==> src/rtl/auth_arb_pkg.sv <==
// Shared state encoding, source ids and default parameters for the
// authentication request arbiter.
package auth_arb_pkg;

  typedef enum logic [2:0] {
    ST_IDLE    = 3'd0,
    ST_GRANT   = 3'd1,
    ST_WAIT    = 3'd2,
    ST_DELIVER = 3'd3,
    ST_ERASE   = 3'd4
  } arb_state_e;

  localparam logic SRC_PD    = 1'b0;
  localparam logic SRC_DEBUG = 1'b1;

  localparam int TYPE_NONE   = 0;

  localparam int DEF_SLOTS   = 4;
  localparam int DEF_TYPE_W  = 2;
  localparam int DEF_TIMEOUT = 1024;

endpackage

==> src/rtl/auth_slot_picker.sv <==
// Combinational finder of the lowest-index non-empty slot in one
// source's pending-request vector.
module auth_slot_picker
  import auth_arb_pkg::*;
#(
  parameter  int SLOTS  = DEF_SLOTS,
  parameter  int TYPE_W = DEF_TYPE_W,
  localparam int IDX_W  = $clog2(SLOTS)
) (
  input  logic [SLOTS*TYPE_W-1:0] i_vec,
  output logic                    o_any,
  output logic [IDX_W-1:0]        o_idx,
  output logic [TYPE_W-1:0]       o_type
);

  // Walk from the top slot down so the lowest non-empty slot is the last writer.
  always_comb begin
    o_any  = 1'b0;
    o_idx  = '0;
    o_type = '0;
    for (int i = SLOTS - 1; i >= 0; i--) begin
      o_any  = o_any | (i_vec[TYPE_W*i +: TYPE_W] != TYPE_W'(TYPE_NONE));
      o_idx  = (i_vec[TYPE_W*i +: TYPE_W] != TYPE_W'(TYPE_NONE)) ? IDX_W'(i) : o_idx;
      o_type = (i_vec[TYPE_W*i +: TYPE_W] != TYPE_W'(TYPE_NONE)) ? i_vec[TYPE_W*i +: TYPE_W] : o_type;
    end
  end

endmodule

==> src/rtl/auth_request_arbiter.sv <==
// Shares one auth responder core between the PD and DEBUG pending-request
// queues: round-robin grant, wait for response, deliver, erase the slot.
module auth_request_arbiter
  import auth_arb_pkg::*;
#(
  parameter  int SLOTS   = DEF_SLOTS,
  parameter  int TYPE_W  = DEF_TYPE_W,
  parameter  int TIMEOUT = DEF_TIMEOUT,
  localparam int IDX_W   = $clog2(SLOTS),
  localparam int VEC_W   = SLOTS * TYPE_W,
  localparam int CNT_W   = $clog2(TIMEOUT) + 1
) (
  input  logic              clk,
  input  logic              reset,
  input  logic [VEC_W-1:0]  pending_auth_request_PD,
  input  logic [VEC_W-1:0]  pending_auth_request_DEBUG,
  input  logic              PD_in_ready,
  input  logic              DEBUG_in_ready,
  output logic              grant_valid,
  output logic              grant_src,
  output logic [IDX_W-1:0]  grant_slot,
  output logic [TYPE_W-1:0] grant_type,
  input  logic              grant_accept,
  input  logic              auth_msg_ready,
  output logic              deliver_PD,
  output logic              deliver_DEBUG,
  output logic              pending_auth_request_PD_erase,
  output logic              pending_auth_request_DEBUG_erase,
  output logic [IDX_W-1:0]  erase_slot,
  output logic              timeout_err,
  output logic              busy
);

  logic              w_pd_any;
  logic              w_dbg_any;
  logic [IDX_W-1:0]  w_pd_idx;
  logic [IDX_W-1:0]  w_dbg_idx;
  logic [TYPE_W-1:0] w_pd_type;
  logic [TYPE_W-1:0] w_dbg_type;

  auth_slot_picker #(.SLOTS(SLOTS), .TYPE_W(TYPE_W)) u_pick_pd (
    .i_vec  (pending_auth_request_PD),
    .o_any  (w_pd_any),
    .o_idx  (w_pd_idx),
    .o_type (w_pd_type)
  );

  auth_slot_picker #(.SLOTS(SLOTS), .TYPE_W(TYPE_W)) u_pick_dbg (
    .i_vec  (pending_auth_request_DEBUG),
    .o_any  (w_dbg_any),
    .o_idx  (w_dbg_idx),
    .o_type (w_dbg_type)
  );

  arb_state_e        r_state,       w_state;
  logic              r_src,         w_src;
  logic [IDX_W-1:0]  r_slot,        w_slot;
  logic [TYPE_W-1:0] r_type,        w_type;
  logic              r_last_src,    w_last_src;
  logic [CNT_W-1:0]  r_cnt,         w_cnt;
  logic              r_grant_valid, w_grant_valid;
  logic              r_grant_src,   w_grant_src;
  logic [IDX_W-1:0]  r_grant_slot,  w_grant_slot;
  logic [TYPE_W-1:0] r_grant_type,  w_grant_type;
  logic              r_deliver_pd,  w_deliver_pd;
  logic              r_deliver_dbg, w_deliver_dbg;
  logic              r_erase_pd,    w_erase_pd;
  logic              r_erase_dbg,   w_erase_dbg;
  logic [IDX_W-1:0]  r_erase_slot,  w_erase_slot;
  logic              r_timeout,     w_timeout;
  logic              r_busy;
  logic              w_pick;
  logic [TYPE_W-1:0] w_cur_type;
  logic              w_src_ready;

  // Live view of the latched slot, used to notice a requester withdrawing.
  assign w_cur_type  = (r_src == SRC_DEBUG)
                     ? pending_auth_request_DEBUG[TYPE_W*int'(r_slot) +: TYPE_W]
                     : pending_auth_request_PD[TYPE_W*int'(r_slot) +: TYPE_W];
  assign w_src_ready = (r_src == SRC_DEBUG) ? DEBUG_in_ready : PD_in_ready;

  // Next-state and next-output logic; all outputs are registered from these values.
  always_comb begin
    w_state       = r_state;
    w_src         = r_src;
    w_slot        = r_slot;
    w_type        = r_type;
    w_last_src    = r_last_src;
    w_cnt         = r_cnt;
    w_pick        = SRC_PD;
    w_grant_valid = 1'b0;
    w_deliver_pd  = 1'b0;
    w_deliver_dbg = 1'b0;
    w_erase_pd    = 1'b0;
    w_erase_dbg   = 1'b0;
    w_erase_slot  = '0;
    w_timeout     = 1'b0;
    case (r_state)
      ST_IDLE: begin
        if (w_pd_any && w_dbg_any) begin
          w_pick = ~r_last_src;
        end else if (w_dbg_any) begin
          w_pick = SRC_DEBUG;
        end else begin
          w_pick = SRC_PD;
        end
        if (w_pd_any || w_dbg_any) begin
          w_src         = w_pick;
          w_slot        = (w_pick == SRC_DEBUG) ? w_dbg_idx : w_pd_idx;
          w_type        = (w_pick == SRC_DEBUG) ? w_dbg_type : w_pd_type;
          w_grant_valid = 1'b1;
          w_state       = ST_GRANT;
        end else begin
          w_state = ST_IDLE;
        end
      end
      ST_GRANT: begin
        if (grant_accept) begin
          w_state = ST_WAIT;
          w_cnt   = '0;
        end else if (w_cur_type == TYPE_W'(TYPE_NONE)) begin
          w_state = ST_IDLE;
        end else begin
          w_grant_valid = 1'b1;
        end
      end
      ST_WAIT: begin
        w_cnt = r_cnt + CNT_W'(1);
        // A response in the final cycle still beats the timeout.
        if (auth_msg_ready) begin
          w_state = ST_DELIVER;
        end else if (w_cnt == CNT_W'(TIMEOUT - 1)) begin
          w_state      = ST_ERASE;
          w_timeout    = 1'b1;
          w_erase_slot = r_slot;
          w_erase_pd   = (r_src == SRC_PD);
          w_erase_dbg  = (r_src == SRC_DEBUG);
        end else begin
          w_state = ST_WAIT;
        end
      end
      ST_DELIVER: begin
        if (w_src_ready) begin
          w_state       = ST_ERASE;
          w_deliver_pd  = (r_src == SRC_PD);
          w_deliver_dbg = (r_src == SRC_DEBUG);
          w_erase_pd    = (r_src == SRC_PD);
          w_erase_dbg   = (r_src == SRC_DEBUG);
          w_erase_slot  = r_slot;
        end else begin
          w_state = ST_DELIVER;
        end
      end
      ST_ERASE: begin
        w_last_src = r_src;
        w_state    = ST_IDLE;
      end
      default: begin
        w_state = ST_IDLE;
      end
    endcase
    w_grant_src  = w_grant_valid ? w_src  : 1'b0;
    w_grant_slot = w_grant_valid ? w_slot : '0;
    w_grant_type = w_grant_valid ? w_type : '0;
  end

  // State, latches, counter and registered outputs with synchronous reset.
  always_ff @(posedge clk) begin
    if (!reset) begin
      r_state       <= ST_IDLE;
      r_src         <= SRC_PD;
      r_slot        <= '0;
      r_type        <= '0;
      r_last_src    <= SRC_DEBUG;
      r_cnt         <= '0;
      r_grant_valid <= 1'b0;
      r_grant_src   <= 1'b0;
      r_grant_slot  <= '0;
      r_grant_type  <= '0;
      r_deliver_pd  <= 1'b0;
      r_deliver_dbg <= 1'b0;
      r_erase_pd    <= 1'b0;
      r_erase_dbg   <= 1'b0;
      r_erase_slot  <= '0;
      r_timeout     <= 1'b0;
      r_busy        <= 1'b0;
    end else begin
      r_state       <= w_state;
      r_src         <= w_src;
      r_slot        <= w_slot;
      r_type        <= w_type;
      r_last_src    <= w_last_src;
      r_cnt         <= w_cnt;
      r_grant_valid <= w_grant_valid;
      r_grant_src   <= w_grant_src;
      r_grant_slot  <= w_grant_slot;
      r_grant_type  <= w_grant_type;
      r_deliver_pd  <= w_deliver_pd;
      r_deliver_dbg <= w_deliver_dbg;
      r_erase_pd    <= w_erase_pd;
      r_erase_dbg   <= w_erase_dbg;
      r_erase_slot  <= w_erase_slot;
      r_timeout     <= w_timeout;
      r_busy        <= (w_state != ST_IDLE);
    end
  end

  assign grant_valid                      = r_grant_valid;
  assign grant_src                        = r_grant_src;
  assign grant_slot                       = r_grant_slot;
  assign grant_type                       = r_grant_type;
  assign deliver_PD                       = r_deliver_pd;
  assign deliver_DEBUG                    = r_deliver_dbg;
  assign pending_auth_request_PD_erase    = r_erase_pd;
  assign pending_auth_request_DEBUG_erase = r_erase_dbg;
  assign erase_slot                       = r_erase_slot;
  assign timeout_err                      = r_timeout;
  assign busy                             = r_busy;

endmodule
==> config.mk <==
export PLATFORM = sky130hd
export DESIGN_NAME = auth_request_arbiter
export DESIGN_NICKNAME = d
export VERILOG_FILES = /design/src/rtl/auth_arb_pkg.sv /design/src/rtl/auth_slot_picker.sv /design/src/rtl/auth_request_arbiter.sv
export SDC_FILE = /design/constraint.sdc
export NUM_CORES = 1
export LEC_CHECK = 0
export ABC_AREA = 1
export CORE_MARGIN = 8
export CORE_UTILIZATION = 46
export CTS_CLUSTER_SIZE = 30
export DETAILED_ROUTE_END_ITERATION = 8
export GPL_ROUTABILITY_DRIVEN = 0
export PLACE_DENSITY_LB_ADDON = 0.15
export RECOVER_POWER = 100
export SKIP_CTS_REPAIR_TIMING = 1
export SYNTH_ARGS = -nofsm -noshare
export SYNTH_HDL_FRONTEND = slang
export SYNTH_SLANG_ARGS = --single-unit
==> constraint.sdc <==
create_clock -name clk -period 1.6 [get_ports clk]
set_clock_uncertainty 0.1 [all_clocks]
set_input_delay 0.32 -clock clk [delete_from_list [all_inputs] [get_ports clk]]
set_output_delay 0.32 -clock clk [all_outputs]
set_load 0.02 [all_outputs]
==> impl_metrics.env <==
export IMPL_outcome="finished with violations"
export IMPL_violations="setup timing"
export IMPL_cts_root_buf="clkbuf_8"
export IMPL_synth_area_leader_cell="dfxtp_1"
export IMPL_dp_hpwl_um=3470
export IMPL_p_sw_share_pct=30.2
export IMPL_drv_slew=0
export IMPL_rows=23
export IMPL_antenna_found_initial=0
export IMPL_r2r_end="busy$_SDFF_PN0_"
export IMPL_drc=0
export IMPL_setup_violations=11
export IMPL_grt_max_degree=15
export IMPL_relSlewSlack_pct=67.0
export IMPL_utilization_pct=72.4
export IMPL_netSwitchingPower_mw=0.628
export IMPL_finalHoldViolCount=0
export IMPL_cts_buffers=5
export IMPL_grt_setup_unrepaired="yes"
export IMPL_drtPass1Iterations=4
export IMPL_insertion_delay_ns=0.28
export IMPL_drt_wirelength_per_cell_um=12.6
export IMPL_synth_area_um2=1850
export IMPL_hp_class="reg -> reg"
export IMPL_syn_inst=283
export IMPL_fin_ws_ns=-0.137
export IMPL_seq_power_share_pct=44.9
export IMPL_multiInputGateArea_um2=1160
export IMPL_io_pins=36
export IMPL_routed_wl_um=5280
export IMPL_r2r_start="r_cnt[1]$_SDFFE_PN0P_"
export IMPL_clock_sinks=34
export IMPL_fillers=321
export IMPL_total_power_mw=2.08
export IMPL_synth_area_leaders="dfxtp_1 (37%), nand2_1 (15%), inv_1 (7.9%)"
export IMPL_async_flop_share_pct=0
export IMPL_worstPathRequired_ns=1.67
export IMPL_grt_pass1_vias=1789
export IMPL_rrSetupSlack_ns=-0.14
export IMPL_initial_core_util_pct=46.9
export IMPL_drtIter0Drc=169
export IMPL_hold_depth=2
export IMPL_cts_max_path_buffers=2
export IMPL_layout_drive_gt1_share_pct=32.0
export IMPL_min_from="r_slot[1]$_SDFF_PN0_"
export IMPL_synth_edf_count=0
export IMPL_grt_overflow=0
export IMPL_die_w_um=79.4
export IMPL_gr_usage_all_layers_pct=14.9
export IMPL_yosysWarningCount=0
export IMPL_fin_nets=392
export IMPL_post_route_period_util_pct=109
export IMPL_clkPwrFrac_pct=31.0
export IMPL_max_freq_mhz=576
export IMPL_postPlaceCellArea_um2=2550
export IMPL_r2r_cells=12
export IMPL_synth_seq_cells=34
export IMPL_antenna_left=0
export IMPL_avgSynthCellArea_um2=6.53
export IMPL_netlist_area_leader_share_pct=36.8
export IMPL_coreArea_um2=3940
export IMPL_post_route_min_period_ns=1.74
export IMPL_p_int_mw=1.45
export IMPL_synth_nets=307
export IMPL_clk_pin_slew_ns=0.07
export IMPL_p_per_area_nw_per_um2=727
export IMPL_synthFlopType="dfxtp_1"
export IMPL_grt_pass1_wl_um=7660
export IMPL_die_h_um=79.4
export IMPL_path_class="reg -> reg"
export IMPL_hold_end="erase_slot[1]$_SDFF_PN0_"
export IMPL_yosys_cell_types_count=33
export IMPL_p_leak_nw=1.38
export IMPL_cts_tree="done"
export IMPL_cap_violations=0
export IMPL_dieArea_um2=6310
export IMPL_vias=2039
export IMPL_area_delta_synth_final_pct=54.4
export IMPL_critPathLaunchType="register"
export IMPL_final_area_um2=2860
export IMPL_worstSetupEndpointType="register"
export IMPL_portBuffers=35
export IMPL_power_frac_comb_pct=24.1
export IMPL_seq_area_um2=692
export IMPL_tightest_slew_ns=0.495
export IMPL_cp_max_fo=5
export IMPL_diodes=0
export IMPL_cp_arrival_ns=1.81
export IMPL_yosysSeqAreaShare_pct=36.8
export IMPL_vdd_drop_max_v=0.000644
export IMPL_h_tree_depth=2
export IMPL_viasPerCell=4.87
[cell usage after synthesis (2+ instances only)]
cell      number
inv_1         39
a21oi_1       17
nand2_2        5
buf_2          3
o211ai_1       2
nor2_1        31
inv_2          4
nor3_1         5
clkinv_1       2
o22ai_1        2
nand3_1       21
ha_1           2
o21ai_0        6
nand2_1       76
clkbuf_1       2
nand3b_1       3
dfxtp_1       34
o21ai_1        6
nor2_4         2
nand4_1        2
nor2_2         7
[sequential cells by signal, summed over array words and instances (netlist names)]
name / cells
r_cnt: 11
grant_src: 1
r_type: 2
grant_valid: 1
pending_auth_request_DEBUG_erase: 1
grant_type: 2
r_last_src: 1
r_src: 1
pending_auth_request_PD_erase: 1
r_state: 3
grant_slot: 2
deliver_PD: 1
timeout_err: 1
busy: 1
erase_slot: 2
r_slot: 2
deliver_DEBUG: 1
[power groups by stage]
stage	logic, mW	registers (mW)	clock network (mW)
2_1_floorplan	0.208	0.975	0
3_3_place_gp	0.455	0.946	0
3_5_place_dp	0.458	0.947	0
4_1_cts	0.459	0.929	0.658
5_1_grt	0.550	0.940	0.712
6_report	0.501	0.932	0.643
[through the flow]
step	setup slack, ns	hold slack (ns)	cells	TNS [ns]
2_1_floorplan	0.00974	0.319	283	0
3_3_place_gp	-0.361	0.364	404	-8.38
3_5_place_dp	-0.416	0.365	404	-9.19
4_1_cts	-0.206	0.375	412	-2.17
5_1_grt	-0.222	0.399	419	-2.89
6_report	-0.137	0.389	419	-0.643
[cell usage in the layout, fill, tap and decap left out, types with 5 or more instances in the layout]
cell type,netlist,routed
inv_1,39,37
nor2_4,2,10
nand3_2,1,5
clkbuf_1,2,15
nand3_1,21,15
dlymetal6s2s_1,0,16
a21oi_1,17,16
nor2_1,31,21
o21ai_1,6,7
inv_2,4,6
clkbuf_8,0,6
nand2_2,5,13
buf_4,0,41
dfxtp_1,34,29
nor2_2,7,9
nand2_1,76,67
[logic make-up after synthesis]
group	count (synthesis)	synth area share (%)
XOR/XNOR	1	0.474
AO/OA/AOI/OAI	38	11.4
flip-flops	34	36.8
adder cells (fa/ha/maj)	2	1.35
buffers and inverters	50	10.4
AND/OR/NAND/NOR	158	39.6
[final cells by class]
cell class                      count  share of cell area [%]
Inverter                           45                    6.00
Clock buffer                        7                    3.02
Tap cell                           50                    2.19
Multi-Input combinational cell    199                    40.6
Clock inverter                      1                   0.175
Timing Repair Buffer               83                    23.8
Sequential cell                    34                    24.2
[routing by layer]
metal / vias to the layer above / track usage [%] / wire [µm] / share of wire (%)
li1: 1061 / - / - / -
met1: 912 / 20.0 / 2450 / 46
met2: 51 / 21.9 / 2480 / 47
met3: 15 / 4.62 / 218 / 4.1
met4: 0 / 5.19 / 137 / 2.6
met5: - / 0 / 0 / 0
[critical path, cell delays in order (launching register included)]
cell,delay (ns)
dfxtp_4,0.37
ha_4,0.15
nand2_4,0.07
nor2_4,0.12
nand2_2,0.08
o21ai_2,0.14
nand2_2,0.09
nor2_4,0.15
nand2_1,0.07
nand2_1,0.06
nand2_1,0.08
nand2_2,0.09
nand3_2,0.05
[worst max-delay path by stage]
stage	start	endpoint
floorplan	r_cnt[0]$_SDFFE_PN0P_	busy$_SDFF_PN0_
global placement	pending_auth_request_DEBUG[2]	r_type[0]$_SDFF_PN0_
detailed placement	pending_auth_request_PD[1]	r_type[0]$_SDFF_PN0_
CTS	r_cnt[0]$_SDFFE_PN0P_	busy$_SDFF_PN0_
global route	r_cnt[1]$_SDFFE_PN0P_	busy$_SDFF_PN0_
finish	r_cnt[1]$_SDFFE_PN0P_	busy$_SDFF_PN0_
Note: power is estimated with default switching activity, not from simulation.
